### config.mk
export PLATFORM = sky130hd
export DESIGN_NAME = dm_lsu_flat
export DESIGN_NICKNAME = d
export VERILOG_FILES = /design/src/rtl/dm_lsu_pkg.sv /design/src/rtl/dm_lsu_if.sv /design/src/rtl/dm_lsu_ext.sv /design/src/rtl/dm_lsu.sv /design/src/flat_wrapper.sv
export SDC_FILE = /design/constraint.sdc
export NUM_CORES = 1
export LEC_CHECK = 0
export ABC_AREA = 1
export CORE_MARGIN = 2
export CORE_UTILIZATION = 37
export CTS_CLUSTER_DIAMETER = 150
export DETAILED_ROUTE_END_ITERATION = 8
export PLACE_DENSITY = 0.83
export SYNTH_ARGS = -nofsm -noshare
export SYNTH_HDL_FRONTEND = slang
export SYNTH_SLANG_ARGS = --single-unit
### constraint.sdc
create_clock -name clk -period 3.05 [get_ports clk]
set_clock_uncertainty 0.15 [all_clocks]
set_input_delay 0.7625 -clock clk [delete_from_list [all_inputs] [get_ports clk]]
set_output_delay 0.7625 -clock clk [all_outputs]
set_load 0.02 [all_outputs]
### src/rtl/dm_lsu_pkg.sv
// Shared encodings for the data-memory load/store unit.
package dm_lsu_pkg;

  typedef enum logic [1:0] {
    SZ_B = 2'd0,
    SZ_H = 2'd1,
    SZ_W = 2'd2,
    SZ_D = 2'd3
  } size_e;

  typedef enum logic [1:0] {
    IDLE = 2'd0,
    WAIT = 2'd1,
    RESP = 2'd2
  } state_e;

  // A dword access only exists on a 64-bit datapath.
  function automatic logic size_illegal(input logic [1:0] sz, input int dw);
    return (sz == SZ_D) && (dw == 32);
  endfunction

endpackage

### src/rtl/dm_lsu_if.sv
// CPU request/response and memory port bundle for dm_lsu.
interface dm_lsu_if #(
  parameter int DATA_W = 32,
  parameter int ADDR_W = 32
);
  logic                  req_valid;
  logic                  req_ready;
  logic                  req_we;
  logic [ADDR_W-1:0]     req_addr;
  logic [1:0]            req_size;
  logic                  req_sign;
  logic [DATA_W-1:0]     req_wdata;
  logic                  mem_en;
  logic [DATA_W/8-1:0]   mem_be;
  logic [ADDR_W-1:0]     mem_addr;
  logic [DATA_W-1:0]     mem_wdata;
  logic [DATA_W-1:0]     mem_rdata;
  logic                  rsp_valid;
  logic                  rsp_ready;
  logic [DATA_W-1:0]     rsp_data;
  logic                  rsp_err;

  modport slave (
    input  req_valid, req_we, req_addr, req_size, req_sign, req_wdata,
    input  mem_rdata, rsp_ready,
    output req_ready, mem_en, mem_be, mem_addr, mem_wdata,
    output rsp_valid, rsp_data, rsp_err
  );

  modport master (
    output req_valid, req_we, req_addr, req_size, req_sign, req_wdata,
    output mem_rdata, rsp_ready,
    input  req_ready, mem_en, mem_be, mem_addr, mem_wdata,
    input  rsp_valid, rsp_data, rsp_err
  );
endinterface

### src/rtl/dm_lsu_ext.sv
// Load lane select and sign/zero extension; purely combinational.
module dm_lsu_ext #(
  parameter int DATA_W = 32,
  localparam int OFF_W = $clog2(DATA_W/8)
) (
  input  logic [DATA_W-1:0] rdata,
  input  logic [OFF_W-1:0]  off,
  input  logic [1:0]        size,
  input  logic              sign,
  output logic [DATA_W-1:0] data
);
  logic [DATA_W-1:0] shifted, mask, top;
  logic [6:0]        nb;

  always_comb begin
    shifted = rdata >> {off, 3'b000};
    nb      = 7'd8 << size;
    if (nb >= 7'(DATA_W)) mask = '1;
    else                  mask = (DATA_W'(1) << nb) - DATA_W'(1);
    // top isolates the lane MSB, which is the sign bit
    top  = mask ^ (mask >> 1);
    data = shifted & mask;
    if (sign && |(shifted & top)) data = data | ~mask;
  end
endmodule

### src/rtl/dm_lsu.sv
// Single-outstanding load/store unit: IDLE accepts, WAIT captures load data, RESP holds the result.
module dm_lsu
  import dm_lsu_pkg::*;
#(
  parameter int DATA_W = 32,
  parameter int ADDR_W = 32
) (
  input logic     clk,
  input logic     reset,
  dm_lsu_if.slave bus
);
  localparam int NB    = DATA_W/8;
  localparam int OFF_W = $clog2(NB);

  state_e               state, nxt;
  logic [OFF_W-1:0]     off, sz_mask, ld_off;
  logic [1:0]           ld_size;
  logic                 ld_sign;
  logic                 idle, accept, err, legal;
  logic [NB-1:0]        be_lane;
  logic [NB-1:0][7:0]   wbytes, wrep;
  logic [DATA_W-1:0]    ext_data;

  assign off = bus.req_addr[OFF_W-1:0];

  always_comb begin
    case (bus.req_size)
      SZ_B:    sz_mask = '0;
      SZ_H:    sz_mask = OFF_W'(1);
      SZ_W:    sz_mask = OFF_W'(3);
      default: sz_mask = '1;
    endcase
  end

  assign idle   = (state == IDLE);
  assign err    = size_illegal(bus.req_size, DATA_W) | (|(off & sz_mask));
  assign accept = idle & bus.req_valid & ~reset;
  assign legal  = accept & ~err;

  assign bus.req_ready = idle & ~reset;
  assign bus.mem_en    = legal;
  assign bus.mem_addr  = {bus.req_addr[ADDR_W-1:OFF_W], {OFF_W{1'b0}}};
  assign bus.rsp_valid = (state == RESP);
  assign wbytes        = bus.req_wdata;

  // A lane is written when it shares the access's naturally aligned group;
  // its data is the low store byte matching its position within that group.
  for (genvar i = 0; i < NB; i++) begin : g_lane
    assign be_lane[i] = ~|((OFF_W'(i) ^ off) & ~sz_mask);
    assign wrep[i]    = wbytes[OFF_W'(i) & sz_mask];
  end

  assign bus.mem_be    = (legal & bus.req_we) ? be_lane : '0;
  assign bus.mem_wdata = wrep;

  always_comb begin
    nxt = state;
    case (state)
      IDLE:    if (accept) nxt = (err | bus.req_we) ? RESP : WAIT;
      WAIT:    nxt = RESP;
      RESP:    if (bus.rsp_ready) nxt = IDLE;
      default: nxt = IDLE;
    endcase
  end

  always_ff @(posedge clk) begin
    if (reset) state <= IDLE;
    else       state <= nxt;
  end

  always_ff @(posedge clk) begin
    if (reset) begin
      bus.rsp_data <= '0;
      bus.rsp_err  <= 1'b0;
      ld_off       <= '0;
      ld_size      <= '0;
      ld_sign      <= 1'b0;
    end else if (accept) begin
      bus.rsp_data <= '0;
      bus.rsp_err  <= err;
      ld_off       <= off;
      ld_size      <= bus.req_size;
      ld_sign      <= bus.req_sign;
    end else if (state == WAIT) begin
      bus.rsp_data <= ext_data;
    end
  end

  dm_lsu_ext #(.DATA_W(DATA_W)) u_ext (
    .rdata (bus.mem_rdata),
    .off   (ld_off),
    .size  (ld_size),
    .sign  (ld_sign),
    .data  (ext_data)
  );
endmodule

### src/flat_wrapper.sv
// flat-port wrapper written by rule: the top's interface ports become plain ports
module dm_lsu_flat import dm_lsu_pkg::*;
#(
  parameter int DATA_W = 32,
  parameter int ADDR_W = 32
)
  (clk, reset, bus_req_valid, bus_req_we, bus_req_addr, bus_req_size, bus_req_sign, bus_req_wdata, bus_mem_rdata, bus_rsp_ready, bus_req_ready, bus_mem_en, bus_mem_be, bus_mem_addr, bus_mem_wdata, bus_rsp_valid, bus_rsp_data, bus_rsp_err);
  dm_lsu_if #(.DATA_W(DATA_W), .ADDR_W(ADDR_W)) bus_i ();
  input logic clk;
  input logic reset;
  input wire logic [$bits(bus_i.req_valid)-1:0] bus_req_valid;
  input wire logic [$bits(bus_i.req_we)-1:0] bus_req_we;
  input wire logic [$bits(bus_i.req_addr)-1:0] bus_req_addr;
  input wire logic [$bits(bus_i.req_size)-1:0] bus_req_size;
  input wire logic [$bits(bus_i.req_sign)-1:0] bus_req_sign;
  input wire logic [$bits(bus_i.req_wdata)-1:0] bus_req_wdata;
  input wire logic [$bits(bus_i.mem_rdata)-1:0] bus_mem_rdata;
  input wire logic [$bits(bus_i.rsp_ready)-1:0] bus_rsp_ready;
  output wire logic [$bits(bus_i.req_ready)-1:0] bus_req_ready;
  output wire logic [$bits(bus_i.mem_en)-1:0] bus_mem_en;
  output wire logic [$bits(bus_i.mem_be)-1:0] bus_mem_be;
  output wire logic [$bits(bus_i.mem_addr)-1:0] bus_mem_addr;
  output wire logic [$bits(bus_i.mem_wdata)-1:0] bus_mem_wdata;
  output wire logic [$bits(bus_i.rsp_valid)-1:0] bus_rsp_valid;
  output wire logic [$bits(bus_i.rsp_data)-1:0] bus_rsp_data;
  output wire logic [$bits(bus_i.rsp_err)-1:0] bus_rsp_err;
  assign bus_i.req_valid = bus_req_valid;
  assign bus_i.req_we = bus_req_we;
  assign bus_i.req_addr = bus_req_addr;
  assign bus_i.req_size = bus_req_size;
  assign bus_i.req_sign = bus_req_sign;
  assign bus_i.req_wdata = bus_req_wdata;
  assign bus_i.mem_rdata = bus_mem_rdata;
  assign bus_i.rsp_ready = bus_rsp_ready;
  assign bus_req_ready = bus_i.req_ready;
  assign bus_mem_en = bus_i.mem_en;
  assign bus_mem_be = bus_i.mem_be;
  assign bus_mem_addr = bus_i.mem_addr;
  assign bus_mem_wdata = bus_i.mem_wdata;
  assign bus_rsp_valid = bus_i.rsp_valid;
  assign bus_rsp_data = bus_i.rsp_data;
  assign bus_rsp_err = bus_i.rsp_err;
  dm_lsu #(.DATA_W(DATA_W), .ADDR_W(ADDR_W)) u_core (.clk(clk), .reset(reset), .bus(bus_i));
endmodule
# Yosys cells after proc, flatten, opt, wreduce, memory -nomap -nowiden
# Cells that the tools add are included.
# Widths: inputs -> output; s select.
[classes] add_sub_neg=1 magnitude_cmp=4 n_mux=14 n_shift=3 n_bitwise=23 reduce_logical=15 eq_ne=6
[ops] op="$and 32x32->32" n=2
[ops] op="$mux 32" n=2
[ops] op="$mux 8" n=5
[ops] op="$not 32->32" n=1
[ops] op="$or 32x32->32" n=1
[ops] op="$reduce_or 32->1" n=1
[ops] op="$shl 1x7->32 const A" n=1
[ops] op="$shr 32x5->32" n=1
[ops] op="$sub 32x2->32 const B" n=1
[ops] op="$xor 32x31->32" n=1
[ops] op="$bmux 8 s2" n=1
[ops] op="$reduce_or 2->1" n=6
[ops] op="$and 2x2->2" n=5
[ops] op="$ge 7x6->1 const B" n=1
[ops] op="$shl 4x2->7 const A" n=1
[ops] op="$lt 2x3->1 const B" n=2
[ops] op="$mux 2" n=3
[ops] op="$pmux 2 s3" n=1
[ops] op="$and 1x1->1" n=5
[ops] op="$eq 2x1->1 const B" n=2
[ops] op="$eq 2x2->1 const B" n=2
[ops] op="$logic_not 1->1" n=4
[ops] op="$logic_not 2->1" n=2
[ops] op="$mux 4" n=1
[ops] op="8 further kinds" n=14
[word_totals] out_inout_bits=104 reg_bits=40 elab_cells=72 inputBits=104

# Longest topological paths before layout
# Gate-level depths: netlist of the first run.
[depth] word_depth=9 ltp_mapped=10 mapped_depth_nobuf=7

# Hierarchy
# From an unflattened synthesis of the first run, not the netlist that was laid out.
[unflattened] cells_unflattened=491 hier_area_um2=3120.5
[modules_own_cells] module="dm_lsu" n_inst=1 cells_per_inst=315 area_per_inst_um2=2288.4
[modules_own_cells] module="dm_lsu_ext" n_inst=1 cells_per_inst=176 area_per_inst_um2=832.0

# Worst setup path before layout of the first run
# OpenSTA, ideal clock, no wires.
[synth_path] kind="input-to-output" startpoint="input reset" endpoint="output bus_mem_be[0]" setup_slack_ns=0.271 t_required_ns=2.138 cell_stages=7 t_arrival_ns=1.867 n_path_buf=0 path_cell_list="nor3_2 > nand2_2 > inv_2 > nand2_1 > nor2_1 > o21ai_1 > nor2_1"
[synth_via] elab_chain_cells=5
[synth_lines] element="from (decl)" line_no="flat_wrapper.sv:10" rtl="input logic reset;"
[synth_lines] element="$not 1->1" line_no="dm_lsu.sv:37" rtl="assign accept = idle & bus.req_valid & ~reset;"
[synth_lines] element="$and 1x1->1" line_no="dm_lsu.sv:37"
[synth_lines] element="$and 1x1->1" line_no="dm_lsu.sv:38" rtl="assign legal = accept & ~err;"
[synth_lines] element="$and 1x1->1" line_no="dm_lsu.sv:53" rtl="assign bus.mem_be = (legal & bus.req_we) ? be_lane : '0;"
[synth_lines] element="$mux 4" line_no="dm_lsu.sv:53"
[synth_lines] element="to (decl)" line_no="flat_wrapper.sv:21" rtl="output wire logic [$bits(bus_i.mem_be)-1:0] bus_mem_be;"
# Every way passes these cells.

# Worst setup path after layout of the first run
[layout_path] startpoint="input bus_req_addr[1]" endpoint="output bus_mem_be[0]"
[layout_via] elab_chain_cells=7 word_cells_on_any_way=10 cone_classes="mux: 1; bitwise: 6; reduce/logical: 3"
[layout_lines] element="from (decl)" line_no="flat_wrapper.sv:13" rtl="input wire logic [$bits(bus_i.req_addr)-1:0] bus_req_addr;"
[layout_lines] element="$and 2x2->2" line_no="dm_lsu.sv:36" rtl="assign err = size_illegal(bus.req_size, DATA_W) | (|(off & sz_mask));"
[layout_lines] element="$reduce_or 2->1" line_no="dm_lsu.sv:36"
[layout_lines] element="$or 1x1->1" line_no="dm_lsu.sv:36"
[layout_lines] element="$not 1->1" line_no="dm_lsu.sv:38"
[layout_lines] element="$and 1x1->1" line_no="dm_lsu.sv:38"
[layout_lines] element="$and 1x1->1" line_no="dm_lsu.sv:53"
[layout_lines] element="$mux 4 *" line_no="dm_lsu.sv:53"
# Every way passes the cells marked *; elsewhere a longest branch is shown, timed or not.

==> results.yml, run 1 <==
critical_path:
  critPathRequiredTime_ns: 2.14
  cpPeakStageDelay_ns: 0.43
  cp_top_family: "buffers and inverters"
  path_common_cell: "nand2_2"
  endpoint_kind: "output port"
  path_buf_inv: 2
  path_max_fanout: 2
  setup.worst_path.start_class: "input port"
  critical_path_class: "in2out"
  worst_path_max_delay_cell: "clkdlybuf4s50_1"
  crit_chain: "clkdlybuf4s50_1 -> o21ai_1 -> nand2_1 -> nand2_2 -> nand2_2 -> nor2_4 -> o21ai_2 -> nor2_1 -> buf_4"
  crit_arrival_ns: 2.12
placed_design:
  port_buffers: 145
  dp.cells: 615
  dp_hpwl_um: 7130
  place_congestion: 0.889
timing:
  fin_tns_setup_ns: 0
  worstMarginPinSlew_ns: 0.529
  slew_headroom_pct: 64.7
  fmax_ghz: 0.330
  fin_crit_sh_pct: 99.3
  period_minus_slack_ns: 3.03
  hold_violations: 0
  worst_hold_slack_ns: 0.356
  setup_viol: 0
  slew_violations: 0
clock_network:
  cts_hold_buf: 0
  cts_made_buffers: 5
  cts_sinks: 40
  clock_latency_ns: 0.30
  cts_tree: "built"
  path_clk_slew_ns: 0.08
  htree_levels: 2
  clockBufferDepth: 2
  cts_root_buffer: "clkbuf_8"
logic_synthesis:
  synthCells: 415
  synth_area_per_cell_um2: 6.73
  ys_ff_latch: 40
  seq_area_frac_synth_pct: 28.7
  synth_area_um2: 2790
  synth.distinct_cells: 31
  yosys_warnings: 0
floorplanning:
  io_pins: 208
  die-area_um2: 8260
  core_um2: 7290
  die_x_um: 90.9
  start_util_pct: 38.3
  die_y_um: 90.9
  rows: 31
drt:
  drt_iter0_drc: 310
  drtPass1Iterations: 4
  wire_per_inst_um: 15.5
  drc: 0
  route.final.wire_length_um: 9690
  ant_nets: 0
  vias_per_cell: 5.12
  vias: 3193
layout:
  fill_cells: 683
  instances_no_fill: 624
  layout-drive-gt1-share_pct: 17.3
  insertedDiodeCount: 0
  area_growth_pct: 52.1
  layout.nets: 628
global_routing:
  grt_first_pass_wirelength_um: 15500
  grt.overflow.total: 0
  grt_start_max_net_pins: 35
  track_usage_pct: 23.1
  antenna_found_initial: 0
  grt_pass1_vias: 3235
power:
  power_leakage_nw: 1.91
  vdd_ir_drop_max_v: 0.000203
  p_per_area_nw_per_um2: 351
run_status:
  status: "finished, final reports clean"
run:
  cap_violations: 0
hold_path:
  hold_class: "reg2reg"
[synthesized netlist by cell type (all sizes together)]
cell type	number	share of area, %
or2	7	1.6
buf	56	15
conb	1	0.13
o21ai	74	14
nand2	72	10
o211ai	7	1.9
nor3	2	0.54
o22ai	3	0.67
dfxtp	40	29
nand3	9	3.0
a22o	1	0.31
a21oi	65	13
nor2	30	4.6
clkbuf	8	1.1
clkinv	2	0.27
inv	38	5.4
[cells in the final DEF (no fill, tap or decap), types with 3 or more instances in the layout]
cell type        count
a21oi_1             54
o21ai_1             18
nand2_1             64
dfxtp_1             40
o22ai_1              3
clkdlybuf4s15_2     10
inv_1               32
nor2_4               3
nand2_2              8
or2_1                5
nand3_1              3
dlygate4sd2_1        5
nor2_1              25
o21ai_2              7
dlymetal6s2s_1       7
clkbuf_8             5
buf_2                4
o21ai_0             49
clkdlybuf4s50_1    115
inv_2                5
buf_4               19
nand3_2              5
a21oi_2             10
o211ai_1             7
[layout make-up]
| type | instances | area [um2] | area share [%] |
|---|---|---|---|
| multi-input combinational | 272 | 1430 | 33.7 |
| clock inverter | 3 | 47.5 | 1.12 |
| sequential | 40 | 801 | 18.8 |
| inverter | 40 | 159 | 3.74 |
| timing repair buffer | 165 | 1620 | 38.1 |
| tap | 99 | 124 | 2.92 |
| clock buffer | 5 | 68.8 | 1.62 |
[cell families after synthesis]
group	share of synthesized area, %
flip-flops	28.7
AO/OA/AOI/OAI	29.8
AND/OR/NAND/NOR	19.8
other	0.134
buffers and inverters	21.6
[per-layer routing]
| layer | share of wire (%) | global-route usage, % | up-vias |
|---|---|---|---|
| met1 | 37 | 25.8 | 1454 |
| met2 | 50 | 40.6 | 164 |
| li1 | - | - | 1538 |
| met5 | 0 | 0 | - |
| met3 | 9.1 | 6.76 | 37 |
| met4 | 3.8 | 10.1 | 0 |
[where the power goes]
group	switching [mW]	internal, mW
registers	0.0102	0.537
clock network	0.208	0.247
logic	0.267	0.225
[path summary, 6_finish.rpt]
kind	startpoint	to	slack (ns)	cells after the start
setup / recovery	bus_req_addr[1]	bus_mem_be[0]	0.02	9
hold / removal	u_core.bus.rsp_data[0]	u_core.bus.rsp_data[0]	0.36	2
setup reg to reg	u_core.state[1]	u_core.state[1]	1.17	6
hold reg to reg	u_core.bus.rsp_data[0]	u_core.bus.rsp_data[0]	0.36	2
[repair_timing]
action | in CTS | in global routing
gates resized for setup | 74 | 26
buffers inserted | 0 | 1
endpoints found under the setup margin | 29 | 29
pin swaps | 0 | 8
[flip-flops by register name (all words and copies together), names as in the netlist]
signal               count
u_core.bus.rsp_data     32
u_core.ld_off            2
u_core.ld_size           2
u_core.state             2
u_core.bus.rsp_err       1
u_core.ld_sign           1
[worst register-to-register path, delay by kind of cell, from the launching register on]
kind | cells | cell delay [ns]
simple gates | 2 | 0.11
buf+inv | 2 | 0.68
flops | 1 | 0.44
compound gates | 2 | 0.40
[through the flow]
stage | worst slack [ns] | utilization [%] | cell area [um2] | total power [mW]
after floorplan | 0.271 | - | 2800 | 0.872
after global placement | -0.474 | 56.0 | 4080 | 1.04
after detailed placement | -0.559 | 56.0 | 4080 | 1.05
after CTS | -0.0679 | 57.6 | 4200 | 1.49
after global routing | -0.0257 | 58.3 | 4250 | 1.56
final | 0.0218 | 58.3 | 4250 | 1.49
(Power assumes the default switching activity.)
==> inputs of run 2 (changes only) <==
--- a/config.mk
+++ b/config.mk
@@ -10,6 +10,7 @@
 export CORE_UTILIZATION = 37
 export CTS_CLUSTER_DIAMETER = 150
 export DETAILED_ROUTE_END_ITERATION = 8
+export GPL_TIMING_DRIVEN = 1
 export PLACE_DENSITY = 0.83
 export SYNTH_ARGS = -nofsm -noshare
 export SYNTH_HDL_FRONTEND = slang
==> results of run 2 <==
No change in the layout: final DEF, timing and power equal those of run 1.
==> inputs of run 3 (changes only) <==
==> constraint.sdc (replaced) <==
create_clock -name clk -period 3.54 [get_ports clk]
set_clock_uncertainty 0.15 [all_clocks]
set_input_delay 0.885 -clock clk [delete_from_list [all_inputs] [get_ports clk]]
set_output_delay 0.885 -clock clk [all_outputs]
set_load 0.02 [all_outputs]
==> run 3 against run 2 <==
Design area shrank 3.5%. Largest power group unchanged. Largest cell class unchanged. First-iteration DRC count fell by 13%. Highest routed layer unchanged. Critical path type unchanged. Worst hold slack better by 0.0035 ns.
==> results.yml, run 3 (synthesis gave the netlist of run 1 again) <==
clock_network:
  cts_made_buffers: 5
  clock_latency_ns: 0.30
  cts_tree: "built"
  cts_sinks: 40
  cts_hold_buf: 0
  htree_levels: 2
  postCtsSetupBuffers: 0
  clockBufferDepth: 2
  cts_root_buffer: "clkbuf_8"
  path_clk_slew_ns: 0.08
power:
  p_clk_share_pct: 30.9
  power_switching_mw: 0.407
  power.total_mw: 1.26
  power_leakage_nw: 1.82
  share_comb_of_total_power_pct: 31.4
  vdd_ir_drop_max_v: 0.000217
  p_per_area_nw_per_um2: 308
  swShare_pct: 32.2
  p_int_mw: 0.858
  pwr-share-seq_pct: 37.8
floorplanning:
  core_um2: 7290
  die_y_um: 90.9
  die_x_um: 90.9
  start_util_pct: 38.3
  die-area_um2: 8260
  rows: 31
  io_pins: 208
critical_path:
  r2r_cells: 7
  r2r_setup_slack_ns: 1.29
  path_max_fanout: 18
  setup.worst_path.start_class: "input port"
  crit_arrival_ns: 2.41
  critical_path_class: "in2out"
  endpoint_kind: "output port"
  path_common_cell: "nand2_1"
  path_buf_inv: 4
  critPathRequiredTime_ns: 2.50
  cp_top_family: "buffers and inverters"
  crit_chain: "clkdlybuf4s50_1 -> nor2_1 -> clkinv_1 -> buf_12 -> o21ai_0 -> nand2_1 -> nand2_1 -> dlygate4sd2_1"
  worst_path_max_delay_cell: "clkdlybuf4s50_1"
  r2r_end: "u_core.bus.rsp_data[27]"
  rr_startpoint: "u_core.ld_off[0]"
  cpPeakStageDelay_ns: 0.44
timing:
  slew_violations: 0
  worstMarginPinSlew_ns: 0.977
  period_minus_slack_ns: 3.44
  hold_violations: 0
  fin_ws_ns: 0.0981
  slew_headroom_pct: 34.8
  rsz0062_at_grt: "false"
  setup_viol: 0
  fmax_ghz: 0.291
  fin_crit_sh_pct: 97.2
  worst_hold_slack_ns: 0.360
drt:
  vias: 3112
  vias_per_cell: 5.05
  drc: 0
  wire_per_inst_um: 15.0
  drt_iter0_drc: 271
  drtPass1Iterations: 5
  ant_nets: 0
  route.final.wire_length_um: 9240
hold_path:
  whs_path_depth: 2
  hold_class: "reg2reg"
  hold_path.startpoint: "u_core.bus.rsp_data[2]"
  hold_end: "u_core.bus.rsp_data[2]"
layout:
  area_growth_pct: 46.8
  layout.nets: 620
  final_common_cell: "clkdlybuf4s50_1"
  final_cell_mix: "clkdlybuf4s50_1, nand2_1, o21ai_0, a21oi_1, dfxtp_1"
  layout-drive-gt1-share_pct: 12.2
  multi_input_comb_area_um2: 1390
  instances_no_fill: 616
  regMostFlops: "u_core.bus.rsp_data"
  seq_area_um2: 801
  post-route-util_pct: 56.2
  insertedDiodeCount: 0
  largest_register_ffs: 32
  fill_cells: 706
global_routing:
  busiest_layer: "met2"
  met2_usage_pct: 39.2
  grt_start_max_net_pins: 35
  grt_pass1_vias: 3060
  use_met3_pct: 7.10
  antenna_found_initial: 0
  grt_first_pass_wirelength_um: 14900
  grt.overflow.total: 0
  grt_use_met1_pct: 24.8
  track_usage_pct: 22.2
run:
  cap_violations: 0
placed_design:
  place_ws_ns: -0.316
  dp_hpwl_um: 6950
  place_congestion: 0.886
  dp.cells: 608
  port_buffers: 145
run_status:
  status: "finished, final reports clean"
## run 3: cell types whose count changed in the layout (fill, tap and decap cells not counted), sizes merged, moves of 2 or more
cell           previous run  this run
dlymetal6s2s              7         2
clkdlybuf4s50           115       123
clkinv                    4         2
dlygate4sd2               5        12
clkdlybuf4s15            11         1
buf                      26        13
clkbuf                    5        11
## run 3: layer usage
metal	part of all wire, %	vias up
met2	50	156
li1	-	1526
met3	9.6	30
met5	0	-
met1	38	1400
met4	2.9	0
## run 3: worst max-delay path by stage
stage	startpoint	to	slack [ns]	depth (start not counted)
after floorplan	reset	bus_mem_be[0]	0.52	7
after global placement	bus_req_size[1]	bus_mem_be[3]	-0.23	9
after detailed placement	bus_req_size[1]	bus_mem_be[3]	-0.32	9
after CTS	bus_req_size[1]	bus_mem_en	0.01	7
after global routing	bus_req_size[0]	bus_mem_wdata[31]	0.004	8
final	bus_req_size[0]	bus_mem_wdata[25]	0.1	8
## run 3: timing repair
item | 4_1_cts | 5_1_grt
endpoints found under the setup margin | 20 | 20
endpoints found under the hold margin | 0 | 0
resized for setup | 22 | 20
## run 3: area by class of cell
class / count / share of cell area [%]
multi-input combinational: 272 / 34.0
clock inverter: 3 / 1.13
inverter: 40 / 3.84
tap: 99 / 3.02
sequential: 40 / 19.5
clock buffer: 5 / 1.68
timing repair buffer: 157 / 36.8
## run 3: metrics by stage
stage	setup TNS (ns)	cell area, um2
after floorplan	0	2800
after global placement	-2.88	4030
after detailed placement	-4.03	4030
after CTS	0	4120
after global routing	0	4100
final	0	4100
## run 3: power by group through the flow
stage / registers [mW] / clock network, mW / logic, mW
global route: 0.480 / 0.413 / 0.431
detailed placement: 0.488 / 0 / 0.406
finish: 0.478 / 0.390 / 0.397
CTS: 0.477 / 0.396 / 0.397
floorplan: 0.490 / 0 / 0.261
global placement: 0.488 / 0 / 0.403
## run 3: tightest hold or removal path: stages, from the launching register on
cell and delay, ns:
dfxtp_1 0.33, o211ai_1 0.10, inv_1 0.05
